File: config.mk
export PLATFORM = sky130hd
export DESIGN_NAME = seg7_capture_flat
export DESIGN_NICKNAME = d
export VERILOG_FILES = /design/src/rtl/seg7_capture_if.sv /design/src/rtl/seg7_capture.sv /design/src/flat_wrapper.sv
export SDC_FILE = /design/constraint.sdc
export NUM_CORES = 1
export LEC_CHECK = 0
export BUFFER_PORTS_ARGS = -buffer_cell sky130_fd_sc_hd__clkbuf_2
export CORE_ASPECT_RATIO = 0.8
export CORE_MARGIN = 8
export CORE_UTILIZATION = 50
export DETAILED_ROUTE_END_ITERATION = 8
export PLACE_DENSITY = 0.67
export SLEW_MARGIN = 20
export SYNTH_ARGS = -nofsm -noshare
export SYNTH_HDL_FRONTEND = slang
export SYNTH_SLANG_ARGS = --single-unit
export TNS_END_PERCENT = 50
File: constraint.sdc
create_clock -name clk -period 5.75 [get_ports clk]
set_clock_uncertainty 0.2 [all_clocks]
set_input_delay 0.575 -clock clk [delete_from_list [all_inputs] [get_ports clk]]
set_output_delay 0.575 -clock clk [all_outputs]
set_load 0.005 [all_outputs]
File: src/rtl/seg7_capture_if.sv
// Scanned 7-segment bus plus the decoded results read back from it.
// The master drives seg/segsel; the capture block (slave) returns the decoded frame.
interface seg7_capture_if;
   logic [7:0]  seg;
   logic [3:0]  segsel;
   logic [15:0] value;
   logic [3:0]  dp;
   logic        valid;
   logic        err;
   logic        stale;

   modport master (output seg, segsel, input value, dp, valid, err, stale);
   modport slave  (input seg, segsel, output value, dp, valid, err, stale);
endinterface

File: src/rtl/seg7_capture.sv
// Decodes a multiplexed 4-digit 7-segment scan back into a 16-bit value.
// Digits are captured once stable, and a frame is published after it repeats.
module seg7_capture #(
   parameter bit          SEG_ACTIVE_LOW = 1'b1,
   parameter bit          SEL_ACTIVE_LOW = 1'b1,
   parameter int unsigned SETTLE         = 16,
   parameter int unsigned MATCH_FRAMES   = 2,
   parameter int unsigned TIMEOUT        = 2000000
) (
   input  logic          clk,
   input  logic          reset,
   seg7_capture_if.slave bus
);

   localparam logic [7:0] SEG_INV = {8{SEG_ACTIVE_LOW}};
   localparam logic [3:0] SEL_INV = {4{SEL_ACTIVE_LOW}};
   localparam logic [7:0] SETTLE_C = 8'(SETTLE);
   localparam logic [3:0] MF_C = 4'(MATCH_FRAMES);
   localparam logic [31:0] TMO_C = 32'(TIMEOUT);

   typedef enum logic [1:0] {S_IDLE, S_SETTLE, S_DONE} state_t;

   logic [7:0]  seg_s1, seg_s2;
   logic [3:0]  sel_s1, sel_s2;
   logic [7:0]  seg_n;
   logic [3:0]  sel_n;
   logic [11:0] prev;
   logic [7:0]  stab;
   state_t      state;
   logic [15:0] dig;
   logic [3:0]  dpd;
   logic [3:0]  seen;
   logic [19:0] cand;
   logic [3:0]  mcnt;
   logic [31:0] scnt;

   // Synchronizers idle at the inactive pin level so reset looks like blanking.
   always_ff @(posedge clk or posedge reset) begin
      if (reset) begin
         seg_s1 <= SEG_INV;
         seg_s2 <= SEG_INV;
         sel_s1 <= SEL_INV;
         sel_s2 <= SEL_INV;
      end else begin
         seg_s1 <= bus.seg;
         seg_s2 <= seg_s1;
         sel_s1 <= bus.segsel;
         sel_s2 <= sel_s1;
      end
   end

   assign seg_n = seg_s2 ^ SEG_INV;
   assign sel_n = sel_s2 ^ SEL_INV;

   function automatic logic [4:0] decode(input logic [6:0] g);
      case (g)
         7'h3F:   decode = {1'b1, 4'h0};
         7'h06:   decode = {1'b1, 4'h1};
         7'h5B:   decode = {1'b1, 4'h2};
         7'h4F:   decode = {1'b1, 4'h3};
         7'h66:   decode = {1'b1, 4'h4};
         7'h6D:   decode = {1'b1, 4'h5};
         7'h7D:   decode = {1'b1, 4'h6};
         7'h07:   decode = {1'b1, 4'h7};
         7'h7F:   decode = {1'b1, 4'h8};
         7'h6F:   decode = {1'b1, 4'h9};
         7'h77:   decode = {1'b1, 4'hA};
         7'h7C:   decode = {1'b1, 4'hB};
         7'h39:   decode = {1'b1, 4'hC};
         7'h5E:   decode = {1'b1, 4'hD};
         7'h79:   decode = {1'b1, 4'hE};
         7'h71:   decode = {1'b1, 4'hF};
         default: decode = {1'b0, 4'h0};
      endcase
   endfunction

   logic        change, capture, onehot, good, bad, complete, match, publish;
   logic [4:0]  glyph;
   logic [15:0] dig_nx;
   logic [3:0]  dpd_nx, seen_nx;
   logic [19:0] frame;
   logic [7:0]  stab_nx;
   logic [31:0] scnt_nx;

   always_comb begin
      change  = {sel_n, seg_n} != prev;
      capture = (state == S_SETTLE) && !change && (stab == SETTLE_C);
      glyph   = decode(seg_n[6:0]);
      onehot  = (sel_n != 4'd0) && ((sel_n & (sel_n - 4'd1)) == 4'd0);
      good    = capture && onehot && glyph[4];
      bad     = capture && !(onehot && glyph[4]);
      dig_nx  = dig;
      dpd_nx  = dpd;
      seen_nx = seen;
      for (int unsigned i = 0; i < 4; i++) begin
         if (good && sel_n[i]) begin
            dig_nx[4*i +: 4] = glyph[3:0];
            dpd_nx[i]        = seg_n[7];
            seen_nx[i]       = 1'b1;
         end
      end
      if (bad)
         seen_nx = '0;
      complete = good && (seen_nx == 4'b1111);
      frame    = {dpd_nx, dig_nx};
      match    = frame == cand;
      // Strobe only on the step into MATCH_FRAMES, never while saturated there.
      publish  = complete && (match ? ((mcnt != MF_C) && (mcnt + 4'd1 == MF_C))
                                    : (MF_C == 4'd1));
      stab_nx  = change ? 8'd1 : ((stab >= SETTLE_C) ? stab : stab + 8'd1);
      scnt_nx  = (scnt >= TMO_C) ? scnt : scnt + 32'd1;
   end

   always_ff @(posedge clk or posedge reset) begin
      if (reset) begin
         prev      <= '0;
         stab      <= '0;
         state     <= S_IDLE;
         dig       <= '0;
         dpd       <= '0;
         seen      <= '0;
         cand      <= '0;
         mcnt      <= '0;
         scnt      <= '0;
         bus.value <= '0;
         bus.dp    <= '0;
         bus.valid <= 1'b0;
         bus.err   <= 1'b0;
         bus.stale <= 1'b1;
      end else begin
         prev    <= {sel_n, seg_n};
         stab    <= stab_nx;
         bus.err <= bad;
         dig     <= dig_nx;
         dpd     <= dpd_nx;
         seen    <= complete ? 4'd0 : seen_nx;

         if (change)
            state <= (sel_n != 4'd0) ? S_SETTLE : S_IDLE;
         else if (capture)
            state <= S_DONE;

         if (complete) begin
            if (match) begin
               if (mcnt != MF_C)
                  mcnt <= mcnt + 4'd1;
            end else begin
               cand <= frame;
               mcnt <= 4'd1;
            end
         end

         bus.valid <= publish;
         if (publish) begin
            bus.value <= frame[15:0];
            bus.dp    <= frame[19:16];
         end

         // Stale latches high at the timeout and only a completed frame lowers it.
         if (complete) begin
            scnt      <= '0;
            bus.stale <= 1'b0;
         end else begin
            scnt      <= scnt_nx;
            bus.stale <= bus.stale | (scnt_nx >= TMO_C);
         end
      end
   end

endmodule

File: src/flat_wrapper.sv
// flat-port wrapper written by rule: the top's interface ports become plain ports
module seg7_capture_flat 
#(
   parameter bit          SEG_ACTIVE_LOW = 1'b1,
   parameter bit          SEL_ACTIVE_LOW = 1'b1,
   parameter int unsigned SETTLE         = 16,
   parameter int unsigned MATCH_FRAMES   = 2,
   parameter int unsigned TIMEOUT        = 2000000
)
  (clk, reset, bus_seg, bus_segsel, bus_value, bus_dp, bus_valid, bus_err, bus_stale);
  seg7_capture_if bus_i ();
  input  logic clk;
  input  logic reset;
  input wire logic [$bits(bus_i.seg)-1:0] bus_seg;
  input wire logic [$bits(bus_i.segsel)-1:0] bus_segsel;
  output wire logic [$bits(bus_i.value)-1:0] bus_value;
  output wire logic [$bits(bus_i.dp)-1:0] bus_dp;
  output wire logic [$bits(bus_i.valid)-1:0] bus_valid;
  output wire logic [$bits(bus_i.err)-1:0] bus_err;
  output wire logic [$bits(bus_i.stale)-1:0] bus_stale;
  assign bus_i.seg = bus_seg;
  assign bus_i.segsel = bus_segsel;
  assign bus_value = bus_i.value;
  assign bus_dp = bus_i.dp;
  assign bus_valid = bus_i.valid;
  assign bus_err = bus_i.err;
  assign bus_stale = bus_i.stale;
  seg7_capture #(.SEG_ACTIVE_LOW(SEG_ACTIVE_LOW), .SEL_ACTIVE_LOW(SEL_ACTIVE_LOW), .SETTLE(SETTLE), .MATCH_FRAMES(MATCH_FRAMES), .TIMEOUT(TIMEOUT)) u_core (.clk(clk), .reset(reset), .bus(bus_i));
endmodule
==> results.sh, run 1 <==
export IMPL_status="complete, no violations"
export IMPL_ios=37
export IMPL_wl_microns=16800
export IMPL_avgSynthCellArea_sq_um=11.0
export IMPL_htree_num_levels=4
export IMPL_initial_utilization_pct=50.5
export IMPL_yosysMostFrequentCell="dfrtp_1"
export IMPL_ys_seq_area_share_pct=50.3
export IMPL_min_delay_path_depth=1
export IMPL_synth_area_leaders="dfrtp_1, dfstp_2, mux2_4, xor2_1, nor2_1"
export IMPL_antenna_cells=0
export IMPL_holdCritPathClass="input pin to register"
export IMPL_grt_use_total_pct=18.4
export IMPL_ys_top_cells_by_count="dfrtp_1, nor2_1, nand2_1"
export IMPL_synth_edff_count=0
export IMPL_io_buffers=36
export IMPL_rsz0062_at_grt="no"
export IMPL_place_congestion=0.955
export IMPL_total_leakage_power_nw=3.88
export IMPL_root_buffer="clkbuf_16"
export IMPL_synth_top_cell_area_share_pct=41.5
export IMPL_vias=5306
export IMPL_finalCritPeriodShare_pct=81.0
export IMPL_final_hold_viol_count=0
export IMPL_nFillCells=1256
export IMPL_postCtsSetupBuffers=0
export IMPL_die_y_microns=125
export IMPL_ys_warnings_count=0
export IMPL_drt_initial_drc_count=394
export IMPL_clk_path_buf_depth=2
export IMPL_critPathLaunchType="register"
export IMPL_path_class="register to register"
export IMPL_place_hpwl_microns=11700
export IMPL_ant_nets=0
export IMPL_path_cells="nor3b_1 -> a22o_1 -> a211o_1 -> o311ai_2 -> mux2i_1 -> o2111ai_1 -> a211oi_4 -> a31oi_4 -> mux2_4"
export IMPL_irDropWorstVdd_v=0.000197
export IMPL_endpoint_kind="register"
export IMPL_first_pass_iters=5
export IMPL_fin_nets=730
export IMPL_worst_slew_pin_slew_ns=1.01
export IMPL_internal_power_mw=1.74
export IMPL_max_freq_ghz=0.215
export IMPL_synth_ff_type="dfrtp_1"
export IMPL_cts_buffers=17
export IMPL_fin_tns_setup_ns=0
export IMPL_core_area_sq_mm=0.0148
export IMPL_synth_cells=681
export IMPL_max_slew_margin_pct=32.8
export IMPL_drc=0
export IMPL_grt_pass1_vias=5490
export IMPL_p_clk_share_pct=48.3
export IMPL_area_growth_pct=11.8
export IMPL_crit_fanout=20
export IMPL_power_density_mw_per_mm2=268
export IMPL_row_count=40
export IMPL_cap_viol_max_count=0
export IMPL_yosysTopAreaCell="dfrtp_1"
export IMPL_p_seq_share_pct=48.6
export IMPL_synth_area_sq_mm=0.00748
export IMPL_antenna_found_initial=0
export IMPL_cts_clk_slew_worst_paths_ns=0.06
export IMPL_multi_input_area_sq_mm=0.00340
export IMPL_drive_gt1_share_pct=20.8
export IMPL_post_drt_via_cell_ratio=5.83
export IMPL_slew_violations=0
export IMPL_grt_ovfl_total=0
export IMPL_ys_async_sr_fraction_pct=100
export IMPL_r2r_cells=9
export IMPL_crit_slowest_cell="o311ai_2"
export IMPL_post_drt_wl_per_cell_microns=18.5
export IMPL_grt_pass1_wl_microns=28600
export IMPL_yosys_cell_types_count=82
export IMPL_period_needed_ns=4.66
export IMPL_slowest_delay_ns=0.85
export IMPL_synth_seq_cells=149
export IMPL_place_inst=877
export IMPL_grt_max_degree=102
export IMPL_clock_latency_ns=0.43
export IMPL_clkSinkCount=149
export IMPL_worstPathArrival_ns=4.77
export IMPL_syn_num_nets=702
export IMPL_cp_data_required_time_ns=5.86
export IMPL_die_x_microns=153
export IMPL_setup_viol=0
export IMPL_layout_cells_non_filler=910
export IMPL_sw_frac_of_total_pct=22.4
export IMPL_seqCellArea_sq_mm=0.00376
export IMPL_switchingPower_uw=501
export IMPL_dieArea_sq_mm=0.0191
export IMPL_p_comb_share_pct=3.0
export IMPL_cts_tree="yes"
[sequential cells by signal (all words and copies together) (netlist names), 8 cells and up]
name	flops
u_core.cand	20
u_core.stab	8
u_core.seg_s2	8
u_core.dig	16
u_core.seg_s1	8
u_core.prev	12
u_core.scnt	32
u_core.bus.value	16
[path summary, 6_finish.rpt]
check / from / end / slack, ns
max: u_core.seg_s2[0] / u_core.cand[15] / 1.09
min: bus_segsel[2] / u_core.sel_s1[2] / 0.02
max reg2reg: u_core.seg_s2[0] / u_core.cand[15] / 1.09
min reg2reg: u_core.seg_s1[2] / u_core.seg_s2[2] / 0.15
max in group asynchronous: reset / u_core.dig[14] / 4.04
min in group asynchronous: reset / u_core.scnt[0] / 0.12
[placed cells by master (no fill, tap or decap), types with 4 or more instances in the layout]
cell type	Yosys	layout
a211oi_1	5	5
a21o_1	4	4
a21oi_1	22	22
a31oi_1	4	4
a41oi_1	4	4
and2_1	16	16
and3_1	8	8
and4_1	9	9
clkbuf_16	0	17
clkbuf_2	1	36
dfrtp_1	124	124
dfstp_2	25	25
ha_1	7	7
inv_1	43	42
mux2_4	38	38
mux2i_1	10	10
nand2_1	44	44
nand2b_1	4	4
nand3_1	18	18
nand4_1	14	14
nor2_1	57	56
nor2b_1	6	6
nor3_1	11	11
nor4_1	13	13
nor4bb_1	6	6
o2111ai_1	4	4
o21ai_0	22	22
or3_1	4	4
or4_1	4	4
xnor2_1	17	17
xor2_1	30	30
[cell type report]
| type | instances | area share, % |
|---|---|---|
| Sequential cell | 149 | 45.0 |
| Multi-Input combinational cell | 457 | 40.7 |
| Clock buffer | 20 | 5.34 |
| Tap cell | 189 | 2.83 |
| Timing Repair Buffer | 41 | 2.66 |
| Inverter | 43 | 1.99 |
| Clock inverter | 11 | 1.53 |
[cell families (layout without fill, tap and decap cells)]
| family | Yosys count | after routing | synth area share, % |
|---|---|---|---|
| buffers and inverters | 75 | 115 | 4.60 |
| xor gates and xnor gates | 47 | 47 | 5.51 |
| and+or+nand+nor | 235 | 235 | 17.3 |
| adders and majority gates | 7 | 7 | 1.17 |
| DFF | 149 | 149 | 50.3 |
| muxes | 50 | 50 | 9.42 |
| AOI/OAI and AO/OA | 118 | 118 | 11.7 |
[critical path, delay by kind of cell (launching register included)]
family           cells  cell delay, ns
AND/OR/NAND/NOR      1            0.09
AO/OA/AOI/OAI        6            2.88
flip-flops           1            0.74
multiplexers         2            0.60
[per-stage QoR]
step | cell area (sq um) | power, mW | util (%) | setup slack, ns | hold slack, ns
CTS | 8320 | 2.26 | 56.2 | 1.11 | 0.0109
global route | 8360 | 2.32 | 56.4 | 0.847 | 0.00224
detailed placement | 7750 | 1.17 | 52.3 | 1.14 | 0.148
finish | 8360 | 2.24 | 56.4 | 1.09 | 0.0246
global placement | 7750 | 1.17 | 52.3 | 1.24 | 0.146
floorplan | 7480 | 1.15 | - | 1.01 | 0.145
[power groups by stage]
| stage | sequential (mW) | clock (mW) | combinational (mW) |
|---|---|---|---|
| 2_1_floorplan | 1.09 | 0 | 0.0588 |
| 3_3_place_gp | 1.11 | 0 | 0.0659 |
| 3_5_place_dp | 1.11 | 0 | 0.0671 |
| 4_1_cts | 1.09 | 1.10 | 0.0674 |
| 5_1_grt | 1.09 | 1.15 | 0.0764 |
| 6_report | 1.09 | 1.08 | 0.0674 |
[per-layer routing]
| layer | global-route usage [%] | vias up | share of wire, % |
|---|---|---|---|
| li1 | - | 2494 | - |
| met1 | 24.3 | 2623 | 46 |
| met2 | 28.7 | 169 | 47 |
| met3 | 5.13 | 20 | 5.9 |
| met4 | 6.33 | 0 | 1.3 |
| met5 | 0 | - | 0 |
[timing repair]
item / 4_1_cts / 5_1_grt
endpoints found under the hold margin: 0 / 2
gates resized for setup: 0 / 0
hold buffers: 0 / 2
Note: power is estimated with default switching activity, not from simulation.
==> inputs of run 2 (changes only) <==
clock period = 4.4 ns   (was 5.75 ns; I/O delays follow)
==> results.sh, run 2 (synthesized netlist as in run 1, its figures left out) <==
export IMPL_dieArea_sq_mm=0.0191
export IMPL_r2r_slack_ns=0.20
export IMPL_postCtsSetupBuffers=0
export IMPL_largest_register_ffs=32
export IMPL_drt_initial_drc_count=549
export IMPL_slew_violations=0
export IMPL_use_met1_pct=24.2
export IMPL_worst_r2r_endpoint="u_core.bus.value[15]"
export IMPL_htree_num_levels=4
export IMPL_nFillCells=1254
export IMPL_path_cells="nor4bb_1 -> o21a_1 -> a211o_1 -> or3_1 -> and3_1 -> mux2i_4 -> o2111a_2 -> nand4_2 -> buf_12 -> mux2_4"
export IMPL_root_buffer="clkbuf_16"
export IMPL_fin_nets=752
export IMPL_initial_utilization_pct=50.5
export IMPL_crit_fanout=21
export IMPL_worst_path_buf_inv=1
export IMPL_die_y_microns=125
export IMPL_top_usage_layer="met2"
export IMPL_place_hpwl_microns=11400
export IMPL_crit_slowest_cell="dfstp_2"
export IMPL_whs_ns=0.0416
export IMPL_finalCritPeriodShare_pct=95.5
export IMPL_final_cell_mix="dfrtp_1, nor2_1, nand2_1, inv_1, mux2_4"
export IMPL_rsz0062_at_grt="no"
export IMPL_stdcell_area_sq_mm=0.00856
export IMPL_post_drt_wl_per_cell_microns=17.8
export IMPL_cap_viol_max_count=0
export IMPL_cts_buffers=17
export IMPL_endpoint_kind="register"
export IMPL_max_slew_margin_pct=40.7
export IMPL_use_met2_pct=28.0
export IMPL_startpoint="u_core.seg_s2[0]"
export IMPL_final_common_cell="dfrtp_1"
export IMPL_antenna_found_initial=0
export IMPL_grt_ovfl_total=0
export IMPL_setup_viol=0
export IMPL_final_hold_viol_count=0
export IMPL_worst_slew_pin_slew_ns=0.882
export IMPL_period_needed_ns=4.20
export IMPL_regMostFlops="u_core.scnt"
export IMPL_top_regs="u_core.scnt x32, u_core.cand x20"
export IMPL_path_depth=10
export IMPL_drive_gt1_share_pct=21.9
export IMPL_io_buffers=36
export IMPL_worstPathArrival_ns=4.30
export IMPL_drc=0
export IMPL_fin_tns_setup_ns=0
export IMPL_ios=37
export IMPL_grt_max_degree=150
export IMPL_cts_tree="yes"
export IMPL_cp_data_required_time_ns=4.50
export IMPL_antenna_cells=0
export IMPL_met3_usage_pct=4.96
export IMPL_status="complete, no violations"
export IMPL_clock_latency_ns=0.42
export IMPL_r2r_cells=10
export IMPL_post_drt_via_cell_ratio=5.69
export IMPL_holdCritPathClass="input pin to asynchronous set/reset pin"
export IMPL_clk_path_buf_depth=2
export IMPL_multi_input_area_sq_mm=0.00339
export IMPL_wl_microns=16600
export IMPL_critPathLaunchType="register"
export IMPL_slowest_delay_ns=0.74
export IMPL_max_freq_ghz=0.238
export IMPL_row_count=40
export IMPL_seqCellArea_sq_mm=0.00376
export IMPL_clkSinkCount=149
export IMPL_p_total_mw=2.89
export IMPL_vias=5310
export IMPL_path_class="register to register"
export IMPL_area_growth_pct=14.4
export IMPL_power_density_mw_per_mm2=337
export IMPL_first_pass_iters=4
export IMPL_die_x_microns=153
export IMPL_ant_nets=0
export IMPL_crit_family="simple AND/OR/NAND/NOR gates"
export IMPL_grt_pass1_vias=5330
export IMPL_grt_pass1_wl_microns=28200
export IMPL_rr_startpoint="u_core.seg_s2[0]"
export IMPL_total_leakage_power_nw=3.99
export IMPL_dpl_cell_area_sq_mm=0.00787
export IMPL_cts_clk_slew_worst_paths_ns=0.07
export IMPL_grt_use_total_pct=18.1
export IMPL_place_congestion=0.894
export IMPL_irDropWorstVdd_v=0.000342
export IMPL_core_area_sq_mm=0.0148
run 2: changes by cell type in the layout (fill, tap and decap cells not counted), sizes merged:
cell         change
buf             +12
bufinv           -2
clkbuf           -2
clkinv           +1
clkinvlp         -2
dlygate4sd3     +10
inv              +6
run 2: where the power goes:
part	leakage (nW)	switching, mW	internal (mW)
Sequential	1.94	0.0246	1.40
Clock	0.279	0.613	0.752
Combinational	1.77	0.0638	0.0351
run 2: how the worst max path moves through the flow:
| stage | to | slack [ns] |
|---|---|---|
| 6_report | u_core.bus.value[15] | 0.20 |
| 5_1_grt | u_core.bus.value[15] | 0.06 |
| 4_1_cts | u_core.bus.value[15] | 0.22 |
| 3_5_place_dp | u_core.bus.dp[2] | 0.27 |
| 3_3_place_gp | u_core.bus.value[15] | 0.34 |
| 2_1_floorplan | u_core.cand[10] | 0.84 |
run 2: worst register-to-register path: stages, from the launching register on:
cell and delay, ns:
dfstp_2 0.74, nor4bb_1 0.31, o21a_1 0.23, a211o_1 0.30, or3_1 0.35, and3_1 0.53
mux2i_4 0.36, o2111a_2 0.34, nand4_2 0.15, buf_12 0.22, mux2_4 0.33
run 2: metrics by stage:
stage	setup slack, ns	instances	utilization (%)
final	0.199	933	57.8
after global routing	0.0620	933	57.8
after CTS	0.215	933	57.7
after detailed placement	0.270	889	53.1
after global placement	0.340	889	53.1
after floorplan	0.845	681	-
run 2: metal layers:
layer | vias to the layer above | part of all wire [%]
met5 | - | 0
met4 | 0 | 1.7
met3 | 25 | 6.1
met2 | 160 | 46
met1 | 2597 | 46
li1 | 2528 | -
run 2: repair_timing:
| action | in CTS | in global routing |
|---|---|---|
| hold buffers | 12 | 0 |
| resized for setup | 0 | 1 |
| setup endpoints to repair | 0 | 4 |
| hold endpoints to repair | 12 | 0 |
run 2: area by class of cell:
cell class / count / share of cell area [%]
clock buffer: 18 / 5.13
clock inverter: 14 / 1.33
inverter: 43 / 1.93
multi-input combinational: 457 / 39.6
sequential: 149 / 43.9
tap: 189 / 2.76
timing repair buffer: 63 / 5.26
